[src/rtl/seq_stream_gen_if.sv]
// Handshake/bus bundle between a stream-generator client and seq_stream_gen.
// The client (master) programs the pattern and feeds the detector's w back in;
// the generator (slave) drives the serial stream and status.
interface seq_stream_gen_if #(
  parameter int MAX_LEN = 16,
  parameter int LEN_W   = 5,
  parameter int REP_W   = 4,
  parameter int CNT_W   = 8
);
  logic               start;
  logic [MAX_LEN-1:0] word_in;
  logic [LEN_W-1:0]   len_in;
  logic [REP_W-1:0]   reps_in;
  logic               w_in;
  logic               j;
  logic               bit_valid;
  logic               busy;
  logic               done;
  logic               err;
  logic [CNT_W-1:0]   hit_count;

  modport master (
    output start, word_in, len_in, reps_in, w_in,
    input  j, bit_valid, busy, done, err, hit_count
  );

  modport slave (
    input  start, word_in, len_in, reps_in, w_in,
    output j, bit_valid, busy, done, err, hit_count
  );
endinterface

[src/rtl/seq_stream_gen.sv]
// Serial stimulus transmitter for sequence detectors. Sends a word MSB-first
// (bit len-1 first), repeated reps times with optional idle gaps, and counts
// the detector's w output over the run. All outputs are registered; the first
// pattern bit appears on j at the same edge that accepts start.
module seq_stream_gen #(
  parameter int   MAX_LEN    = 16,
  parameter int   LEN_W      = 5,
  parameter int   REP_W      = 4,
  parameter int   GAP_LEN    = 0,
  parameter logic IDLE_LEVEL = 1'b0,
  parameter int   CNT_W      = 8
) (
  input  logic           clk,
  input  logic           rst,
  seq_stream_gen_if.slave bus
);

  localparam int IDX_W = (MAX_LEN > 1) ? $clog2(MAX_LEN) : 1;
  localparam int GAP_W = (GAP_LEN > 1) ? $clog2(GAP_LEN) : 1;

  localparam logic [LEN_W-1:0] MAX_LEN_V = LEN_W'(MAX_LEN);
  localparam logic [LEN_W-1:0] LEN_ONE   = LEN_W'(1);
  localparam logic [IDX_W-1:0] IDX_ONE   = IDX_W'(1);
  localparam logic [REP_W-1:0] REP_ONE   = REP_W'(1);
  localparam logic [GAP_W-1:0] GAP_ONE   = GAP_W'(1);
  localparam logic [CNT_W-1:0] CNT_ONE   = CNT_W'(1);
  localparam logic [CNT_W-1:0] CNT_MAX   = '1;
  // Gap counter load value: counts GAP_LEN-1 down to 0, one idle cycle each.
  localparam logic [GAP_W-1:0] GAP_LAST  = (GAP_LEN > 0) ? GAP_W'(GAP_LEN - 1) : '0;

  typedef enum logic [1:0] {S_IDLE, S_SEND, S_GAP, S_DONE} state_t;

  // Pattern captured at the accepting edge; top is the index of the first bit sent.
  typedef struct packed {
    logic [MAX_LEN-1:0] word;
    logic [IDX_W-1:0]   top;
  } cfg_t;

  state_t           state;
  cfg_t             cfg_q;
  logic [IDX_W-1:0] bit_idx;   // index of the bit currently on j
  logic [REP_W-1:0] rep_left;  // repetitions remaining, including the current one
  logic [GAP_W-1:0] gap_cnt;
  logic             j_q;
  logic             bv_q;
  logic             busy_q;
  logic             done_q;
  logic             err_q;
  logic [CNT_W-1:0] hit_q;

  logic             len_ok;
  logic             accept;
  logic [IDX_W-1:0] start_top;
  logic [REP_W-1:0] reps_eff;

  assign len_ok    = (bus.len_in != '0) && (bus.len_in <= MAX_LEN_V);
  assign accept    = (state == S_IDLE) && bus.start && len_ok;
  assign start_top = IDX_W'(bus.len_in - LEN_ONE);
  assign reps_eff  = (bus.reps_in == '0) ? REP_ONE : bus.reps_in;

  // Main sequencer: walks bits, repetitions and gaps; drives registered outputs.
  always_ff @(posedge clk) begin
    if (rst) begin
      state    <= S_IDLE;
      cfg_q    <= '0;
      bit_idx  <= '0;
      rep_left <= '0;
      gap_cnt  <= '0;
      j_q      <= IDLE_LEVEL;
      bv_q     <= 1'b0;
      busy_q   <= 1'b0;
      done_q   <= 1'b0;
      err_q    <= 1'b0;
    end else begin
      done_q <= 1'b0;
      err_q  <= 1'b0;
      case (state)
        S_IDLE: begin
          if (bus.start) begin
            if (len_ok) begin
              cfg_q.word <= bus.word_in;
              cfg_q.top  <= start_top;
              bit_idx    <= start_top;
              rep_left   <= reps_eff;
              j_q        <= bus.word_in[start_top];
              bv_q       <= 1'b1;
              busy_q     <= 1'b1;
              state      <= S_SEND;
            end else begin
              err_q <= 1'b1;
            end
          end
        end
        S_SEND: begin
          if (bit_idx != '0) begin
            bit_idx <= bit_idx - IDX_ONE;
            j_q     <= cfg_q.word[bit_idx - IDX_ONE];
          end else if (rep_left != REP_ONE) begin
            rep_left <= rep_left - REP_ONE;
            if (GAP_LEN > 0) begin
              gap_cnt <= GAP_LAST;
              j_q     <= IDLE_LEVEL;
              bv_q    <= 1'b0;
              state   <= S_GAP;
            end else begin
              // Back-to-back: restart the word with no bubble.
              bit_idx <= cfg_q.top;
              j_q     <= cfg_q.word[cfg_q.top];
            end
          end else begin
            j_q    <= IDLE_LEVEL;
            bv_q   <= 1'b0;
            busy_q <= 1'b0;
            done_q <= 1'b1;
            state  <= S_DONE;
          end
        end
        S_GAP: begin
          if (gap_cnt == '0) begin
            bit_idx <= cfg_q.top;
            j_q     <= cfg_q.word[cfg_q.top];
            bv_q    <= 1'b1;
            state   <= S_SEND;
          end else begin
            gap_cnt <= gap_cnt - GAP_ONE;
          end
        end
        default: begin
          // DONE lasts one cycle; start is deliberately not looked at here.
          state <= S_IDLE;
        end
      endcase
    end
  end

  // Hit counter: cleared on accept, counts w_in outside IDLE (DONE covers the
  // Moore detector's one-cycle lag), saturates, and holds while idle.
  always_ff @(posedge clk) begin
    if (rst) begin
      hit_q <= '0;
    end else if (accept) begin
      hit_q <= '0;
    end else if ((state != S_IDLE) && bus.w_in && (hit_q != CNT_MAX)) begin
      hit_q <= hit_q + CNT_ONE;
    end
  end

  assign bus.j         = j_q;
  assign bus.bit_valid = bv_q;
  assign bus.busy      = busy_q;
  assign bus.done      = done_q;
  assign bus.err       = err_q;
  assign bus.hit_count = hit_q;

endmodule
[src/flat_wrapper.sv]
// flat-port wrapper written by rule: the top's interface ports become plain ports
module seq_stream_gen_flat 
#(
  parameter int   MAX_LEN    = 16,
  parameter int   LEN_W      = 5,
  parameter int   REP_W      = 4,
  parameter int   GAP_LEN    = 0,
  parameter logic IDLE_LEVEL = 1'b0,
  parameter int   CNT_W      = 8
)
  (clk, rst, bus_start, bus_word_in, bus_len_in, bus_reps_in, bus_w_in, bus_j, bus_bit_valid, bus_busy, bus_done, bus_err, bus_hit_count);
  seq_stream_gen_if #(.MAX_LEN(MAX_LEN), .LEN_W(LEN_W), .REP_W(REP_W), .CNT_W(CNT_W)) bus_i ();
  input  logic clk;
  input  logic rst;
  input wire logic [$bits(bus_i.start)-1:0] bus_start;
  input wire logic [$bits(bus_i.word_in)-1:0] bus_word_in;
  input wire logic [$bits(bus_i.len_in)-1:0] bus_len_in;
  input wire logic [$bits(bus_i.reps_in)-1:0] bus_reps_in;
  input wire logic [$bits(bus_i.w_in)-1:0] bus_w_in;
  output wire logic [$bits(bus_i.j)-1:0] bus_j;
  output wire logic [$bits(bus_i.bit_valid)-1:0] bus_bit_valid;
  output wire logic [$bits(bus_i.busy)-1:0] bus_busy;
  output wire logic [$bits(bus_i.done)-1:0] bus_done;
  output wire logic [$bits(bus_i.err)-1:0] bus_err;
  output wire logic [$bits(bus_i.hit_count)-1:0] bus_hit_count;
  assign bus_i.start = bus_start;
  assign bus_i.word_in = bus_word_in;
  assign bus_i.len_in = bus_len_in;
  assign bus_i.reps_in = bus_reps_in;
  assign bus_i.w_in = bus_w_in;
  assign bus_j = bus_i.j;
  assign bus_bit_valid = bus_i.bit_valid;
  assign bus_busy = bus_i.busy;
  assign bus_done = bus_i.done;
  assign bus_err = bus_i.err;
  assign bus_hit_count = bus_i.hit_count;
  seq_stream_gen #(.MAX_LEN(MAX_LEN), .LEN_W(LEN_W), .REP_W(REP_W), .GAP_LEN(GAP_LEN), .IDLE_LEVEL(IDLE_LEVEL), .CNT_W(CNT_W)) u_core (.clk(clk), .rst(rst), .bus(bus_i));
endmodule
[config.mk]
export PLATFORM = sky130hd
export DESIGN_NAME = seq_stream_gen_flat
export DESIGN_NICKNAME = d
export VERILOG_FILES = /design/src/rtl/seq_stream_gen_if.sv /design/src/rtl/seq_stream_gen.sv /design/src/flat_wrapper.sv
export SDC_FILE = /design/constraint.sdc
export NUM_CORES = 1
export LEC_CHECK = 0
export BUFFER_PORTS_ARGS = -buffer_cell sky130_fd_sc_hd__buf_2
export CAP_MARGIN = 20
export CORE_MARGIN = 5
export CORE_UTILIZATION = 51
export DETAILED_ROUTE_END_ITERATION = 16
export GPL_ROUTABILITY_DRIVEN = 0
export HOLD_SLACK_MARGIN = 0.05
export MAX_ROUTING_LAYER = met4
export PLACE_DENSITY_LB_ADDON = 0.25
export SLEW_MARGIN = 20
export SYNTH_ARGS = -nofsm -noshare
export SYNTH_HDL_FRONTEND = slang
export SYNTH_SLANG_ARGS = --single-unit
[constraint.sdc]
create_clock -name clk -period 2.28 [get_ports clk]
set_clock_uncertainty 0.2 [all_clocks]
set_input_delay 0.456 -clock clk [delete_from_list [all_inputs] [get_ports clk]]
set_output_delay 0.456 -clock clk [all_outputs]
set_load 0.03 [all_outputs]
## After elaboration in Yosys (flattened, before gate mapping)

Cells that the tools add are included.

- Register bits: 44
- Latch bits: 0
- Memory bits (writable): 0
- Memory bits (read-only): 0
- Output and inout port bits: 13
- Logic and storage cells: 97
- Memories: 0

- Add/subtract/negate cells: 5
- Multipliers: 0
- Div/mod/pow operators: 0
- $lt $le $gt $ge: 4
- Equal/unequal tests: 11
- Shift-type cells: 0
- Muxes and demuxes: 40
- Bitwise gates (word level): 3
- Reductions and logical operators: 22

Operators with widths:

| operator | number |
|---|---|
| 4-bit two-way mux | 10 |
| 5-bit AND reduction | 4 |
| 1-bit two-way mux | 16 |
| 4-bit by 5-bit less-than comparator with 1-bit output, second input constant | 3 |
| 1-bit binary-select mux with 4-bit select | 3 |
| 4-bit one-hot mux with 3 select lines | 1 |
| 4-bit by 1-bit subtractor with 4-bit output, second input constant | 3 |
| 2-bit two-way mux | 5 |
| 8-bit by 1-bit adder with 8-bit output, second input constant | 1 |
| 2-bit != test, second input constant | 4 |
| 8-bit != test, second input constant | 1 |
| 4-bit one-hot mux with 2 select lines | 1 |
| 1-bit one-hot mux with 3 select lines | 2 |
| 2-bit one-hot mux with 3 select lines | 1 |
| 6-bit AND reduction | 1 |
| 3-bit OR reduction | 2 |
| 5-bit <= comparator, second input constant | 1 |
| 1-bit logical AND | 5 |
| 5-bit nonzero test | 1 |
| 4-bit logical NOT | 1 |
| 2-bit by 1-bit != test with 1-bit output, second input constant | 2 |
| 4-bit by 1-bit != test with 1-bit output, second input constant | 1 |
| 4-bit AND reduction | 1 |
| 2-bit nonzero test | 2 |
| 11 further kinds | 13 |

## Depth between registers and ports, before layout

- Depth after elaboration: 6
- Gate-level depth with buffers: 9

## Worst setup path before layout

OpenSTA, ideal clock, no wires.

- Path type: in2reg
- From: input bus_len_in[0]
- To: register u_core.j_q (netlist: u_core.bus.j)
- Library setup time: 0.131 ns
- Arrival: 2.070 ns
- Path slack: -0.121 ns
- Cell stages on the path: 6
- Buffers on the path: 1
- Cells stage by stage: buf_2 -> inv_1 -> ha_1 -> mux4_2 -> a2111oi_0 -> o41ai_1

- Longest elaborated chain between the ends: 6
- Elaborated cells on any way between the ends: 11

Ends and longest elaborated chain:

| item | RTL line | source |
|---|---|---|
| start, declared | flat_wrapper.sv:17 | `input wire logic [$bits(bus_i.len_in)-1:0] bus_len_in;` |
| 4-bit by 1-bit subtractor with 4-bit output | seq_stream_gen.sv:58 | `assign start_top = IDX_W'(bus.len_in - LEN_ONE);` |
| net u_core.start_top[0] | seq_stream_gen.sv:53 | `logic [IDX_W-1:0] start_top;` |
| 1-bit binary-select mux with 4-bit select | seq_stream_gen.sv:85 | `j_q <= bus.word_in[start_top];` |
| 1-bit two-way mux (implied by the code) | seq_stream_gen.sv:85 |  |
| 1-bit two-way mux | seq_stream_gen.sv:80 | `if (len_ok) begin` |
| 1-bit two-way mux | seq_stream_gen.sv:79 | `if (bus.start) begin` |
| 1-bit one-hot mux with 3 select lines | seq_stream_gen.sv:77 | `case (state)` |
| end signal, assigned | seq_stream_gen.sv:85 |  |
| end signal, assigned | seq_stream_gen.sv:97 | `j_q <= cfg_q.word[bit_idx - IDX_ONE];` |
| end signal, assigned | seq_stream_gen.sv:108 | `j_q <= cfg_q.word[cfg_q.top];` |
| end, declared | seq_stream_gen.sv:44 | `logic j_q;` |

The timed path passes the listed nets, and every way through them passes these cells. The select of a mux whose other input is x is not followed.
A chain may end at the register's enable or synchronous reset.

## Worst setup path in the final report

- From: input bus_len_in[1]
- To: register u_core.j_q (netlist: u_core.bus.j)

- Longest elaborated chain between the ends: 6
- Elaborated cells on any way between the ends: 11

Ends and longest elaborated chain:

| item | RTL line |
|---|---|
| 4-bit by 1-bit subtractor with 4-bit output | seq_stream_gen.sv:58 |
| 1-bit binary-select mux with 4-bit select | seq_stream_gen.sv:85 |
| 1-bit two-way mux (implied by the code) | seq_stream_gen.sv:85 |
| 1-bit two-way mux | seq_stream_gen.sv:80 |
| 1-bit two-way mux | seq_stream_gen.sv:79 |
| 1-bit one-hot mux with 3 select lines | seq_stream_gen.sv:77 |

Several ways; a longest one is shown, not always the timed one. The select of a mux whose other input is x is not followed.

==> metrics.cfg <==
[logic_synthesis]
async_flop_share = 0
yosys-top-cells-area = dfxtp_1, mux4_2, nand2_1
ys_seq_area_frac = 0.332
yosysWarnings = 0
synth_top_area_share = 0.332
ys_ff_latch = 43
syn_area_sq_mm = 0.00260
synth_top_area_cell = dfxtp_1
synth_cell_types = 49
ys.flop_type = dfxtp_1
syn_nets = 344
synth_area_per_cell_sq_um = 8.54
synth_edf_count = 0
synthCells = 304

[timing]
fin_crit_ns = 2.19
tightest_slew_ns = 0.564
finalHoldViolations = 0
fin_ws_ns = 0.0918
slew_violations = 0
setup_viol = 0
rsz0062_at_grt = false
clock.fmax_ghz = 0.457
fin_setup_tns_ns = 0
min_period_over_period = 0.960
relSlewSlack = 0.614

[finish]
register_area_sq_um = 861
drive_gt1_frac = 0.258
syn_to_final_growth_pct = 22.4
antenna_cells = 0
fillCellCount = 446
multi_input_comb_area_sq_mm = 0.00165
final_net_count = 400

[global_route]
grt.overflow.total = 0
grt_pass1_vias = 2317
antenna_found_initial = 0
grt_max_degree = 33
grt_pass1_wl_um = 10600
grt_use_total = 0.210

[die]
rows = 26
dieArea_sq_mm = 0.00662
dieHeight_um = 81.4
boundaryPins = 42
die_x_um = 81.4
initial_core_util = 0.518
core_sq_mm = 0.00501

[run]
drv_cap = 0

[clock_tree]
cts_root_buf = clkbuf_8
cts.sink_count = 43
clockBufferDepth = 2
cts_tree = done
path_clk_slew_ns = 0.08
htreeDepth = 2
cts_buffers = 5
hold_buffers = 0
insertion_delay_ns = 0.29

[setup_path]
slowest_delay_ns = 0.56
end_kind = register
critPathBufInv = 2
path_cells = buf_2 > inv_1 > ha_4 > mux4_2 > a2111oi_0 > o41ai_2
cpLargestDelayFamily = compound AO/OA/AOI/OAI gates
cpMaxStageDelayCell = a2111oi_0
crit_fanout = 6
critPathRequiredTime_ns = 2.25
crit_path_start_kind = input pin
worst-setup-path-type = in -> reg
worstPathArrival_ns = 2.16

[routing]
wl_um = 6280
wire_per_inst_um = 14.6
via_per_inst = 5.65
drcViolationCount = 0
vias = 2434
ant_nets = 0
dr.pass1.iters = 4
drtIter0Drc = 168

[min_path]
hold_path.class = in -> reg

[run_status]
status = finished clean

[place]
hpwlAfterDp_um = 4750
place_ws_ns = -0.0822
io_buffers = 41

[pwr]
irDropWorstVdd_uv = 347
power_density_mw_per_mm2 = 849
leakagePower_nw = 1.26
total_power_mw = 2.70

==> power breakdown <==
part / switching, mW / internal (mW) / total [mW]
logic: 0.607 / 0.526 / 1.13
clock network: 0.258 / 0.355 / 0.613
registers: 0.103 / 0.850 / 0.953
==> sequential cells by signal, indices dropped and copies added, names as in the netlist, 2 cells and up <==
signal                count
u_core.rep_left           4
u_core.bit_idx            4
u_core.cfg_q             20
u_core.bus.hit_count      8
u_core.state              2
==> worst paths after layout <==
kind,startpoint,end,slack [ns],cells past startpoint
worst max-delay path,bus_len_in[1],u_core.bus.j$_SDFFE_PP0P_,0.09,6
worst min-delay path,bus_word_in[10],u_core.cfg_q[14]$_SDFFE_PP0P_,0.21,3
worst max register to register,u_core.bit_idx[0]$_SDFFE_PP0P_,u_core.bus.bit_valid$_SDFFE_PP0P_,0.13,7
worst min register to register,u_core.bus.busy$_SDFFE_PP0P_,u_core.bus.busy$_SDFFE_PP0P_,0.27,2
==> worst min-delay path, delay by kind of cell <==
kind / cells / cell delay [ns]
compound gates: 1 / 0.05
buf+inv: 1 / 0.10
simple gates: 1 / 0.05
==> kinds of logic (layout without fill, tap and decap cells) <==
kind of cell               after synthesis  after routing  synth area share
AOI/OAI and AO/OA                       74             74             0.183
xor gates and xnor gates                13             13            0.0467
adders and majority gates               11             11            0.0530
buffers and inverters                   32             89            0.0516
DFF                                     43             43             0.332
muxes                                   17             17             0.119
and+or+nand+nor                        114            114             0.215
==> metrics by stage <==
step / utilization / hold slack [ns] / cell area, sq um / cells
floorplan: - / 0.241 / 2630 / 304
global placement: 0.606 / 0.255 / 3040 / 423
detailed placement: 0.606 / 0.259 / 3040 / 423
CTS: 0.630 / 0.196 / 3160 / 431
global route: 0.634 / 0.199 / 3180 / 431
finish: 0.634 / 0.206 / 3180 / 431
==> cell type report <==
class                           instances  area share
Clock inverter                          2      0.0110
Inverter                               15      0.0177
Tap cell                               70      0.0276
Clock buffer                            6      0.0260
Timing Repair Buffer                   66       0.128
Sequential cell                        43       0.271
Multi-Input combinational cell        229       0.519
==> Yosys cell counts, types with 3 or more instances <==
master    count
mux2i_1       6
nor2_1       27
o31ai_1       8
nor3b_1       3
a31oi_1       3
inv_1        15
or4_1         4
xnor2_1       8
a211oi_1      5
a21oi_1      28
nand4_1       4
ha_1         11
xor2_1        4
nor2b_1       5
clkbuf_1     13
o41ai_1       3
o211ai_1      3
mux4_2        7
nand3_1       7
mux4_1        3
nor3_1        8
nand2_1      42
dfxtp_1      43
o21ai_0       9
or3_1         3
==> routing by layer <==
layer / routed length [um] / up-vias / global-route usage
li1: - / 1214 / -
met3: 338 / 8 / 0.0388
met2: 3010 / 75 / 0.333
met1: 2860 / 1137 / 0.275
met5: 0 / - / -
met4: 76 / 0 / 0.0591
==> timing repair <==
item	4_1_cts	5_1_grt
endpoints found under the setup margin	0	9
gates resized for setup	0	4
buffers inserted	0	0
==> cell usage in the layout, fill, tap and decap left out, drive strengths merged, types with 2 or more instances in the layout <==
cell type and count:
o21a 2, inv 15, dfxtp 43, o311ai 2, nor2 27, mux4 10, a31oi 3, nand2 42
a211oi 5, a21oi 28, o21ai 11, clkbuf 6, nor4 2, nor2b 5, xnor2 8, o31ai 8
nand4 4, mux2i 6, o41ai 3, or4 4, buf 66, nand3 7, nor3b 5, nor3 8
a22oi 2, o211ai 3, or3 3, ha 11, xor2 5, a2111oi 2
No activity file was read; power rests on OpenSTA's default activity.
